<file path="src/rtl/c_reg_ld_arb_pkg.sv">
// Shared definitions for the load-register arbiter.
// Holds the FSM state encoding, the opcode encodings carried on REQ_OP,
// the settle-counter width and a helper that sizes requester indices.
package c_reg_ld_arb_pkg;

   typedef enum logic [1:0] {
      ST_IDLE   = 2'b00,
      ST_GATE   = 2'b01,
      ST_SETTLE = 2'b10
   } state_e;

   localparam logic [1:0] OP_LOAD  = 2'b00;
   localparam logic [1:0] OP_SCLR  = 2'b01;
   localparam logic [1:0] OP_SSET  = 2'b10;
   localparam logic [1:0] OP_SINIT = 2'b11;

   // Settle hold is at most 7 cycles, so three bits suffice.
   localparam int CNT_W = 3;

   // Width of an index able to address n requesters (never below 1 bit).
   function automatic int idx_w(input int n);
      return (n > 1) ? $clog2(n) : 1;
   endfunction

endpackage

</file>
<file path="src/rtl/c_rr_pick.sv">
// Round-robin picker.
// Ports: req_i  - request vector
//        ptr_i  - index with highest priority this round
//        gnt_o  - one-hot grant (all 0 when no request)
//        idx_o  - binary index of the granted requester
//        vld_o  - a grant was made
module c_rr_pick
   import c_reg_ld_arb_pkg::*;
#(
   parameter int N  = 4,
   parameter int IW = 2
) (
   input  logic [N-1:0]  req_i,
   input  logic [IW-1:0] ptr_i,
   output logic [N-1:0]  gnt_o,
   output logic [IW-1:0] idx_o,
   output logic          vld_o
);

   logic [IW-1:0] pos_s;

   // Scan from the pointer upward with wrap; first requester seen wins.
   always_comb begin
      gnt_o = '0;
      idx_o = '0;
      vld_o = 1'b0;
      pos_s = '0;
      for (int k = 0; k < N; k++) begin
         pos_s = IW'((int'(ptr_i) + k) % N);
         if (!vld_o && req_i[pos_s]) begin
            vld_o        = 1'b1;
            gnt_o[pos_s] = 1'b1;
            idx_o        = pos_s;
         end else begin
            vld_o = vld_o;
         end
      end
   end

endmodule

</file>
<file path="src/rtl/c_reg_ld_arb_v5_0.sv">
// Arbiter granting requesters access to a bank of shared load-registers.
// A winner's select/opcode/data are captured, the gate of the addressed
// register is pulsed for one cycle with data and strobe, the bus is held
// for C_SETTLE cycles and the winner is acknowledged.
// Ports: CLK, ARESET_N (async active-low)
//        REQ/REQ_SEL/REQ_OP/REQ_D - packed per-requester request fields
//        ACK, ERR, BUSY           - completion, bad-select flag, activity
//        LD_G, LD_D               - register gates and shared data bus
//        LD_SCLR/LD_SSET/LD_SINIT - shared synchronous-control strobes
module c_reg_ld_arb_v5_0
   import c_reg_ld_arb_pkg::*;
#(
   parameter int C_NUM_REQ   = 4,
   parameter int C_NUM_REG   = 4,
   parameter int C_SEL_WIDTH = 2,
   parameter int C_WIDTH     = 16,
   parameter int C_SETTLE    = 1
) (
   input  logic                             CLK,
   input  logic                             ARESET_N,
   input  logic [C_NUM_REQ-1:0]             REQ,
   input  logic [C_NUM_REQ*C_SEL_WIDTH-1:0] REQ_SEL,
   input  logic [C_NUM_REQ*2-1:0]           REQ_OP,
   input  logic [C_NUM_REQ*C_WIDTH-1:0]     REQ_D,
   output logic [C_NUM_REQ-1:0]             ACK,
   output logic                             ERR,
   output logic                             BUSY,
   output logic [C_NUM_REG-1:0]             LD_G,
   output logic [C_WIDTH-1:0]               LD_D,
   output logic                             LD_SCLR,
   output logic                             LD_SSET,
   output logic                             LD_SINIT
);

   localparam int IW = idx_w(C_NUM_REQ);

   state_e                 state_q, state_d;
   logic [IW-1:0]          ptr_q, ptr_d;
   logic [C_NUM_REQ-1:0]   win_q, win_d;
   logic                   oob_q, oob_d;
   logic [CNT_W-1:0]       cnt_q, cnt_d;
   logic [C_NUM_REQ-1:0]   ack_q, ack_d;
   logic                   err_q, err_d;
   logic                   busy_q, busy_d;
   logic [C_NUM_REG-1:0]   ld_g_q, ld_g_d;
   logic [C_WIDTH-1:0]     ld_d_q, ld_d_d;
   logic                   sclr_q, sclr_d;
   logic                   sset_q, sset_d;
   logic                   sinit_q, sinit_d;

   logic [C_NUM_REQ-1:0]   gnt_s;
   logic [IW-1:0]          idx_s;
   logic                   vld_s;
   logic [C_SEL_WIDTH-1:0] sel_s;
   logic [1:0]             op_s;
   logic [C_WIDTH-1:0]     dat_s;
   logic                   oob_s;

   c_rr_pick #(
      .N  (C_NUM_REQ),
      .IW (IW)
   ) u_pick (
      .req_i (REQ),
      .ptr_i (ptr_q),
      .gnt_o (gnt_s),
      .idx_o (idx_s),
      .vld_o (vld_s)
   );

   // One-hot AND-OR mux of the winner's request fields.
   always_comb begin
      sel_s = '0;
      op_s  = '0;
      dat_s = '0;
      for (int i = 0; i < C_NUM_REQ; i++) begin
         sel_s = sel_s | ({C_SEL_WIDTH{gnt_s[i]}} & REQ_SEL[i*C_SEL_WIDTH +: C_SEL_WIDTH]);
         op_s  = op_s  | ({2{gnt_s[i]}}           & REQ_OP[i*2 +: 2]);
         dat_s = dat_s | ({C_WIDTH{gnt_s[i]}}     & REQ_D[i*C_WIDTH +: C_WIDTH]);
      end
      oob_s = (32'(sel_s) >= 32'(C_NUM_REG));
   end

   // Next-state and next-output logic; outputs are precomputed one cycle
   // ahead so every port comes straight from a flop.
   always_comb begin
      state_d = state_q;
      ptr_d   = ptr_q;
      win_d   = win_q;
      oob_d   = oob_q;
      cnt_d   = cnt_q;
      ack_d   = '0;
      err_d   = 1'b0;
      ld_g_d  = '0;
      ld_d_d  = ld_d_q;
      sclr_d  = 1'b0;
      sset_d  = 1'b0;
      sinit_d = 1'b0;
      case (state_q)
         ST_IDLE: begin
            if (vld_s) begin
               state_d = ST_GATE;
               win_d   = gnt_s;
               oob_d   = oob_s;
               if (32'(idx_s) == 32'(C_NUM_REQ - 1)) begin
                  ptr_d = '0;
               end else begin
                  ptr_d = idx_s + IW'(1);
               end
               // An out-of-range select matches no bit, leaving all gates low.
               for (int r = 0; r < C_NUM_REG; r++) begin
                  ld_g_d[r] = (32'(sel_s) == 32'(r));
               end
               ld_d_d  = (op_s == OP_LOAD) ? dat_s : '0;
               sclr_d  = (op_s == OP_SCLR);
               sset_d  = (op_s == OP_SSET);
               sinit_d = (op_s == OP_SINIT);
               if (C_SETTLE == 0) begin
                  ack_d = gnt_s;
                  err_d = oob_s;
               end else begin
                  ack_d = '0;
                  err_d = 1'b0;
               end
            end else begin
               state_d = ST_IDLE;
            end
         end
         ST_GATE: begin
            if (C_SETTLE == 0) begin
               state_d = ST_IDLE;
            end else begin
               state_d = ST_SETTLE;
               cnt_d   = CNT_W'(C_SETTLE - 1);
               // With a single settle cycle that cycle is also the ACK cycle.
               if (C_SETTLE == 1) begin
                  ack_d = win_q;
                  err_d = oob_q;
               end else begin
                  ack_d = '0;
                  err_d = 1'b0;
               end
            end
         end
         ST_SETTLE: begin
            if (cnt_q == 3'd0) begin
               state_d = ST_IDLE;
            end else begin
               cnt_d = cnt_q - 3'd1;
               if (cnt_q == 3'd1) begin
                  ack_d = win_q;
                  err_d = oob_q;
               end else begin
                  ack_d = '0;
                  err_d = 1'b0;
               end
            end
         end
         default: begin
            state_d = ST_IDLE;
         end
      endcase
      busy_d = (state_d != ST_IDLE);
   end

   // State and output registers; reset aborts any operation silently.
   always_ff @(posedge CLK or negedge ARESET_N) begin
      if (!ARESET_N) begin
         state_q <= ST_IDLE;
         ptr_q   <= '0;
         win_q   <= '0;
         oob_q   <= 1'b0;
         cnt_q   <= '0;
         ack_q   <= '0;
         err_q   <= 1'b0;
         busy_q  <= 1'b0;
         ld_g_q  <= '0;
         ld_d_q  <= '0;
         sclr_q  <= 1'b0;
         sset_q  <= 1'b0;
         sinit_q <= 1'b0;
      end else begin
         state_q <= state_d;
         ptr_q   <= ptr_d;
         win_q   <= win_d;
         oob_q   <= oob_d;
         cnt_q   <= cnt_d;
         ack_q   <= ack_d;
         err_q   <= err_d;
         busy_q  <= busy_d;
         ld_g_q  <= ld_g_d;
         ld_d_q  <= ld_d_d;
         sclr_q  <= sclr_d;
         sset_q  <= sset_d;
         sinit_q <= sinit_d;
      end
   end

   assign ACK      = ack_q;
   assign ERR      = err_q;
   assign BUSY     = busy_q;
   assign LD_G     = ld_g_q;
   assign LD_D     = ld_d_q;
   assign LD_SCLR  = sclr_q;
   assign LD_SSET  = sset_q;
   assign LD_SINIT = sinit_q;

endmodule

</file>
<file path="config.mk">
export PLATFORM = sky130hd
export DESIGN_NAME = c_reg_ld_arb_v5_0
export DESIGN_NICKNAME = d
export VERILOG_FILES = /design/src/rtl/c_reg_ld_arb_pkg.sv /design/src/rtl/c_rr_pick.sv /design/src/rtl/c_reg_ld_arb_v5_0.sv
export SDC_FILE = /design/constraint.sdc
export NUM_CORES = 1
export LEC_CHECK = 0
export ABC_AREA = 1
export CORE_UTILIZATION = 43
export CTS_CLUSTER_DIAMETER = 80
export DETAILED_ROUTE_END_ITERATION = 7
export PLACE_DENSITY = 0.85
export SYNTH_ARGS = -nofsm -noshare
export SYNTH_HDL_FRONTEND = slang
export SYNTH_SLANG_ARGS = --single-unit
</file>
<file path="constraint.sdc">
create_clock -name CLK -period 2.5 [get_ports CLK]
set_input_delay 0.375 -clock CLK [delete_from_list [all_inputs] [get_ports CLK]]
set_output_delay 0.375 -clock CLK [all_outputs]
set_load 0.02 [all_outputs]
</file>
Word-level counts from Yosys, hierarchy flattened
Cells that the tools add are included.
{"block": "op_classes", "n_addsub": 5, "order_cmp": 8, "eq_ne": 11, "n_mux": 46, "bitwise_logic": 24, "n_reduce_logical": 18}
{"op": "16-bit bitwise AND", "count": 4}
{"op": "16-bit OR", "count": 3}
{"op": "4-bit two-way mux", "count": 8}
{"op": "1-bit two-way mux", "count": 19}
{"op": "2-bit bitwise AND", "count": 8}
{"op": "16-bit two-way mux", "count": 1}
{"op": "2-bit == test (second input constant)", "count": 6}
{"op": "2-bit by 3-bit less-than comparator with 1-bit output (second input constant)", "count": 4}
{"op": "2-bit two-way mux", "count": 6}
{"op": "2-bit OR", "count": 6}
{"op": "4-bit OR", "count": 3}
{"op": "1-bit binary-select mux with 2-bit select", "count": 4}
{"op": "1-bit demux with 2-bit select", "count": 4}
{"op": "2-bit by 1-bit greater-or-equal comparator with 1-bit output (second input constant)", "count": 4}
{"op": "4-bit case mux with 2 select lines", "count": 1}
{"op": "1-bit logical AND", "count": 7}
{"op": "2-bit by 1-bit == test with 1-bit output (second input constant)", "count": 3}
{"op": "2-bit zero test", "count": 3}
{"op": "2-bit case mux with 3 select lines", "count": 1}
{"op": "3-bit case mux with 2 select lines", "count": 1}
{"op": "2-bit by 1-bit adder with 2-bit output (second input constant)", "count": 2}
{"op": "2-bit adder (second input constant)", "count": 2}
{"op": "2-bit AND reduction", "count": 2}
{"op": "2-bit nonzero test", "count": 2}
{"op": "6 further kinds", "count": 8}
{"block": "totals", "register_bits": 39, "inputBits": 86, "out_inout_bits": 29, "word_cells": 123}

Longest topological paths before layout
{"block": "logic_depth", "depth_word": 19, "ltp_mapped": 17, "mapped_depth_nobuf": 15}

Modules after synthesis
From an unflattened synthesis, not the netlist that was laid out.
{"block": "unflattened", "hier_cells": 400, "area_unflattened_um2": 2678.8}
{"module": "c_reg_ld_arb_v5_0", "n_inst": 1, "cells_each": 326, "area_each_um2": 2238.4, "seq_area_each_um2": 975.9}
{"module": "c_rr_pick", "n_inst": 1, "cells_each": 74, "area_each_um2": 440.4, "seq_area_each_um2": 0.0}

Least setup slack after synthesis
Ideal clock, no wire load.
{"block": "synth_path", "path_kind": "register to register", "start": "register (tool-made name)", "end": "register ld_g_q[3] (netlist: LD_G[3])", "setup_time_ns": 0.121, "t_arrival_ns": 2.132, "t_required_ns": 2.379, "setup_slack_ns": 0.247, "stages_incl_launch_ff": 16, "n_path_buf": 3, "period_less_slack_ns": 2.253, "cell_sequence": "dfrtp_1 inv_2 ha_1 inv_1 nand2_1 nand2_1 nor2_4 buf_6 nand3_1 nand3_2 buf_4 buf_4 nand2_1 nand4_1 inv_1 nor2_1"}
{"element": "end signal, assigned", "line": "c_reg_ld_arb_v5_0.sv:190", "text": "ld_g_q <= ld_g_d;"}
{"element": "end, declared", "line": "c_reg_ld_arb_v5_0.sv:45", "text": "logic [C_NUM_REG-1:0] ld_g_q, ld_g_d;"}

Final worst setup path
{"block": "layout_path", "start": "register ptr_q[1]", "end": "register ld_d_q[13] (netlist: LD_D[13])"}
{"block": "layout_via", "elab_chain_len": 18, "elab_cells_between_ends": 65, "cone_classes": "add/sub (3); order compare (8); mux (25); bitwise (17); reduce/logical (12)"}
{"element": "start, declared", "line": "c_reg_ld_arb_v5_0.sv:38", "text": "logic [IW-1:0] ptr_q, ptr_d;"}
{"element": "start signal, assigned", "line": "c_reg_ld_arb_v5_0.sv:183", "text": "ptr_q <= ptr_d;"}
{"element": "branches (longest 18 deep; another with 2-bit by 3-bit less-than comparator with 1-bit output)"}
{"element": "end signal, assigned", "line": "c_reg_ld_arb_v5_0.sv:191", "text": "ld_d_q <= ld_d_d;"}
{"element": "end, declared", "line": "c_reg_ld_arb_v5_0.sv:46", "text": "logic [C_WIDTH-1:0] ld_d_q, ld_d_d;"}
Parallel ways; which one is timed is not known. The select of a mux whose other input is x is not followed.
A chain may end at the register's enable or synchronous reset.

==> flow_metrics.env <==
export IMPL_synthArstFlopShare_pct=100.0
export IMPL_finClkSkew_ns=0.007482
export IMPL_vias=2897
export IMPL_grt_max_degree=40
export IMPL_path_common_cell="nand2_1"
export IMPL_critPathLaunch="ptr_q[1]"
export IMPL_p_comb_share_pct=74.4
export IMPL_finalCritPeriodShare_pct=90.87
export IMPL_synthCells=406
export IMPL_drc=0
export IMPL_power_share_clock_pct=8.4
export IMPL_portBuffers=113
export IMPL_path_cells="inv_1 > ha_1 > inv_1 > nand2_1 > nand2_1 > nor2_4 > nand4_1 > nand3_2 > buf_4 > nand2_1 > nand2_1 > nor2_1 > nor2_1 > nand2_1 > nand2_1"
export IMPL_busiest_layer="met2"
export IMPL_arrival_ns=2.51
export IMPL_period_needed_ns=2.272
export IMPL_hold_path_class="in -> async"
export IMPL_cts_tree="built"
export IMPL_drtAntennaViolNets=0
export IMPL_rr_endpoint="LD_D[13]"
export IMPL_seq_area_frac_synth_pct=36.38
export IMPL_first_pass_iters=4
export IMPL_wl_per_cell_um=12.40
export IMPL_dieWidth_um=80.99
export IMPL_yosysWarnings=0
export IMPL_die_area_um2=6559
export IMPL_synth_area_um2=2683
export IMPL_grt_first_pass_wirelength_mm=11.59
export IMPL_area_growth_pct=48.93
export IMPL_synth_main_ff_cell="dfrtp_1"
export IMPL_worstSetupPathType="reg -> reg"
export IMPL_muxShareOfSynthArea_pct=0
export IMPL_final_core_util_pct=67.08
export IMPL_yosys_area_share_adder_pct=6.063
export IMPL_max_cap_violations=0
export IMPL_setup_tns_final_ns=0
export IMPL_finalNetCount=623
export IMPL_dp_hpwl_mm=5.787
export IMPL_required_ns=2.74
export IMPL_yosys_area_top_type="dfrtp_1"
export IMPL_finalHoldViolations=0
export IMPL_htree_levels=2
export IMPL_worst_slack_ns=0.2283
export IMPL_ys_ff_latch=39
export IMPL_numCtsBuffers=5
export IMPL_synth_top_area_share_pct=36.38
export IMPL_viasPerCell=4.828
export IMPL_critPathSlowestCell="dfrtp_1"
export IMPL_synth_xor_area_share_pct=0
export IMPL_synthSimpleGateAreaFrac_pct=44.68
export IMPL_clock_path_buffers=2
export IMPL_antenna_found_initial=0
export IMPL_rows=28
export IMPL_ff2ff_path_depth=15
export IMPL_layout_drive_gt1_share_pct=7.048
export IMPL_avgSynthCellArea_um2=6.607
export IMPL_place_ws_ns=0.05180
export IMPL_critPathLaunchType="register"
export IMPL_synth_distinct_cells=27
export IMPL_outcome="finished clean"
export IMPL_path_clk_slew_ns=0.08
export IMPL_syn_nets=505
export IMPL_tightest_slew_ns=0.8741
export IMPL_clk_latency_ns=0.30
export IMPL_synth_edff_count=0
export IMPL_regToRegStartpoint="ptr_q[1]"
export IMPL_maxSlewViolCount=0
export IMPL_use_met1_pct=24.66
export IMPL_relSlewSlack_pct=41.72
export IMPL_cp_top_family="simple AND/OR/NAND/NOR gates"
export IMPL_rsz0062_at_grt="no"
export IMPL_coreArea_um2=5956
export IMPL_use_met2_pct=42.77
export IMPL_seqPwrFrac_pct=17.2
export IMPL_ctsHoldBuffers=0
export IMPL_p_int_mw=2.425
export IMPL_synth_top_family_by_area="simple AND/OR/NAND/NOR gates"
export IMPL_p_leak_nw=2.029
export IMPL_clock_root_buffer="clkbuf_8"
export IMPL_drtIter0Drc=111
export IMPL_overflow=0
export IMPL_cp_max_fo=19
export IMPL_netSwitchingFraction_pct=52.96
export IMPL_synth_compound_area_share_pct=4.897
export IMPL_boundaryPins=115
export IMPL_finalWirelength_mm=7.439
export IMPL_start_util_pct=45.04
export IMPL_cts_sinks=39
export IMPL_p_switching_mw=2.729
export IMPL_critPathCaptureType="register"
export IMPL_path_buf_inv=3
export IMPL_setup_viol=0
export IMPL_gp_congestion=0.8900
export IMPL_r2r_setup_slack_ns=0.23
export IMPL_die_height_um=80.99
export IMPL_ir_drop_v=0.0007410
export IMPL_synth_area_leaders="dfrtp_1 (36%), nand2_1 (29%), nor2_1 (6.9%)"
export IMPL_p_per_area_nw_per_um2=1290
export IMPL_track_usage_pct=22.78
export IMPL_grt_pass1_vias=2711
export IMPL_n_antenna_cell=0
export IMPL_slowest_delay_ns=0.35
export IMPL_clock_fmax_mhz=440.2
export IMPL_met3_usage_pct=5.730
-- synth_stat cells, types with 2 or more instances --
cell type  count
a21oi_1        6
buf_2          3
nand3_1       10
ha_1          13
nand2_1      207
nor3_1         2
o21ai_0       12
buf_4          9
nand3_2        4
dfrtp_1       39
nand2_2        4
a21boi_0       3
inv_1         24
buf_6          3
nor2_1        49
nand4_1        7
-- metal layers --
layer | routed length [um] | share of wire [%]
met3 | 606 | 8.1
met1 | 2916 | 39
met4 | 174 | 2.3
met2 | 3743 | 50
met5 | 0 | 0
-- power groups by stage --
stage	logic (mW)	registers, mW	clock network, mW
5_1_grt	4.31	0.908	0.469
6_report	3.84	0.888	0.431
3_3_place_gp	3.69	0.898	0
4_1_cts	3.82	0.890	0.442
2_1_floorplan	2.64	1.04	0
3_5_place_dp	3.80	0.902	0
-- worst max path at each step --
stage          cells past startpoint  endpoint
2_1_floorplan                     15   LD_G[3]
3_3_place_gp                      15  LD_D[10]
3_5_place_dp                      15   LD_D[4]
4_1_cts                           15   LD_D[4]
5_1_grt                           15  LD_D[13]
6_report                          15  LD_D[13]
-- final cells by class --
type                       count  area (um^2)
sequential                    39        975.9
clock buffer                   5        68.82
multi-input combinational    327         1506
clock inverter                 3        20.02
timing repair buffer         126         1236
tap                           75        93.84
inverter                      25        93.84
fill                         518         1961
-- worst register-to-register path: stages (launching register included) --
cell and delay [ns]:
dfrtp_1 0.35, inv_1 0.06, ha_1 0.35, inv_1 0.10, nand2_1 0.07, nand2_1 0.09
nor2_4 0.23, nand4_1 0.16, nand3_2 0.11, buf_4 0.26, nand2_1 0.10, nand2_1 0.08
nor2_1 0.05, nor2_1 0.09, nand2_1 0.05, nand2_1 0.06
-- metrics by stage --
stage	power, mW	area (um^2)	hold WS, ns	cells
final	5.154	3995	0.1864	600
after global routing	5.689	3995	0.2613	600
after CTS	5.148	3985	0.2090	600
after detailed placement	4.701	3896	0.4651	592
after global placement	4.593	3896	0.4631	592
after floorplan	3.683	2683	0.07941	406
-- cell families after synthesis --
| group | count (synthesis) |
|---|---|
| buffers and inverters | 40 |
| AO/OA/AOI/OAI | 24 |
| AND/OR/NAND/NOR | 289 |
| other | 1 |
| adder cells (fa/ha/maj) | 13 |
| flip-flops | 39 |
-- timing repair --
action | CTS | global route
buffers inserted | 0 | 0
resized for setup | 0 | 2
setup endpoints to repair | 0 | 16
-- placed cells by master, fill, tap and decap left out, drive strengths merged, types with 5 or more instances in the layout --
cell,count
clkdlybuf4s50,112
a21oi,6
clkbuf,5
nand3,15
buf,14
dfrtp,39
o21ai,13
nor2,51
nand2,212
ha,13
nand4,7
inv,25
-- state kept, by name (all words and copies together), names as in the netlist, named ones only --
signal / flops
LD_G: 4
LD_SCLR: 1
LD_D: 16
cnt_q: 3
ACK: 4
LD_SINIT: 1
win_q: 4
LD_SSET: 1
BUSY: 1
ptr_q: 1
state_q: 2
No activity file was read; power rests on OpenSTA's default activity.
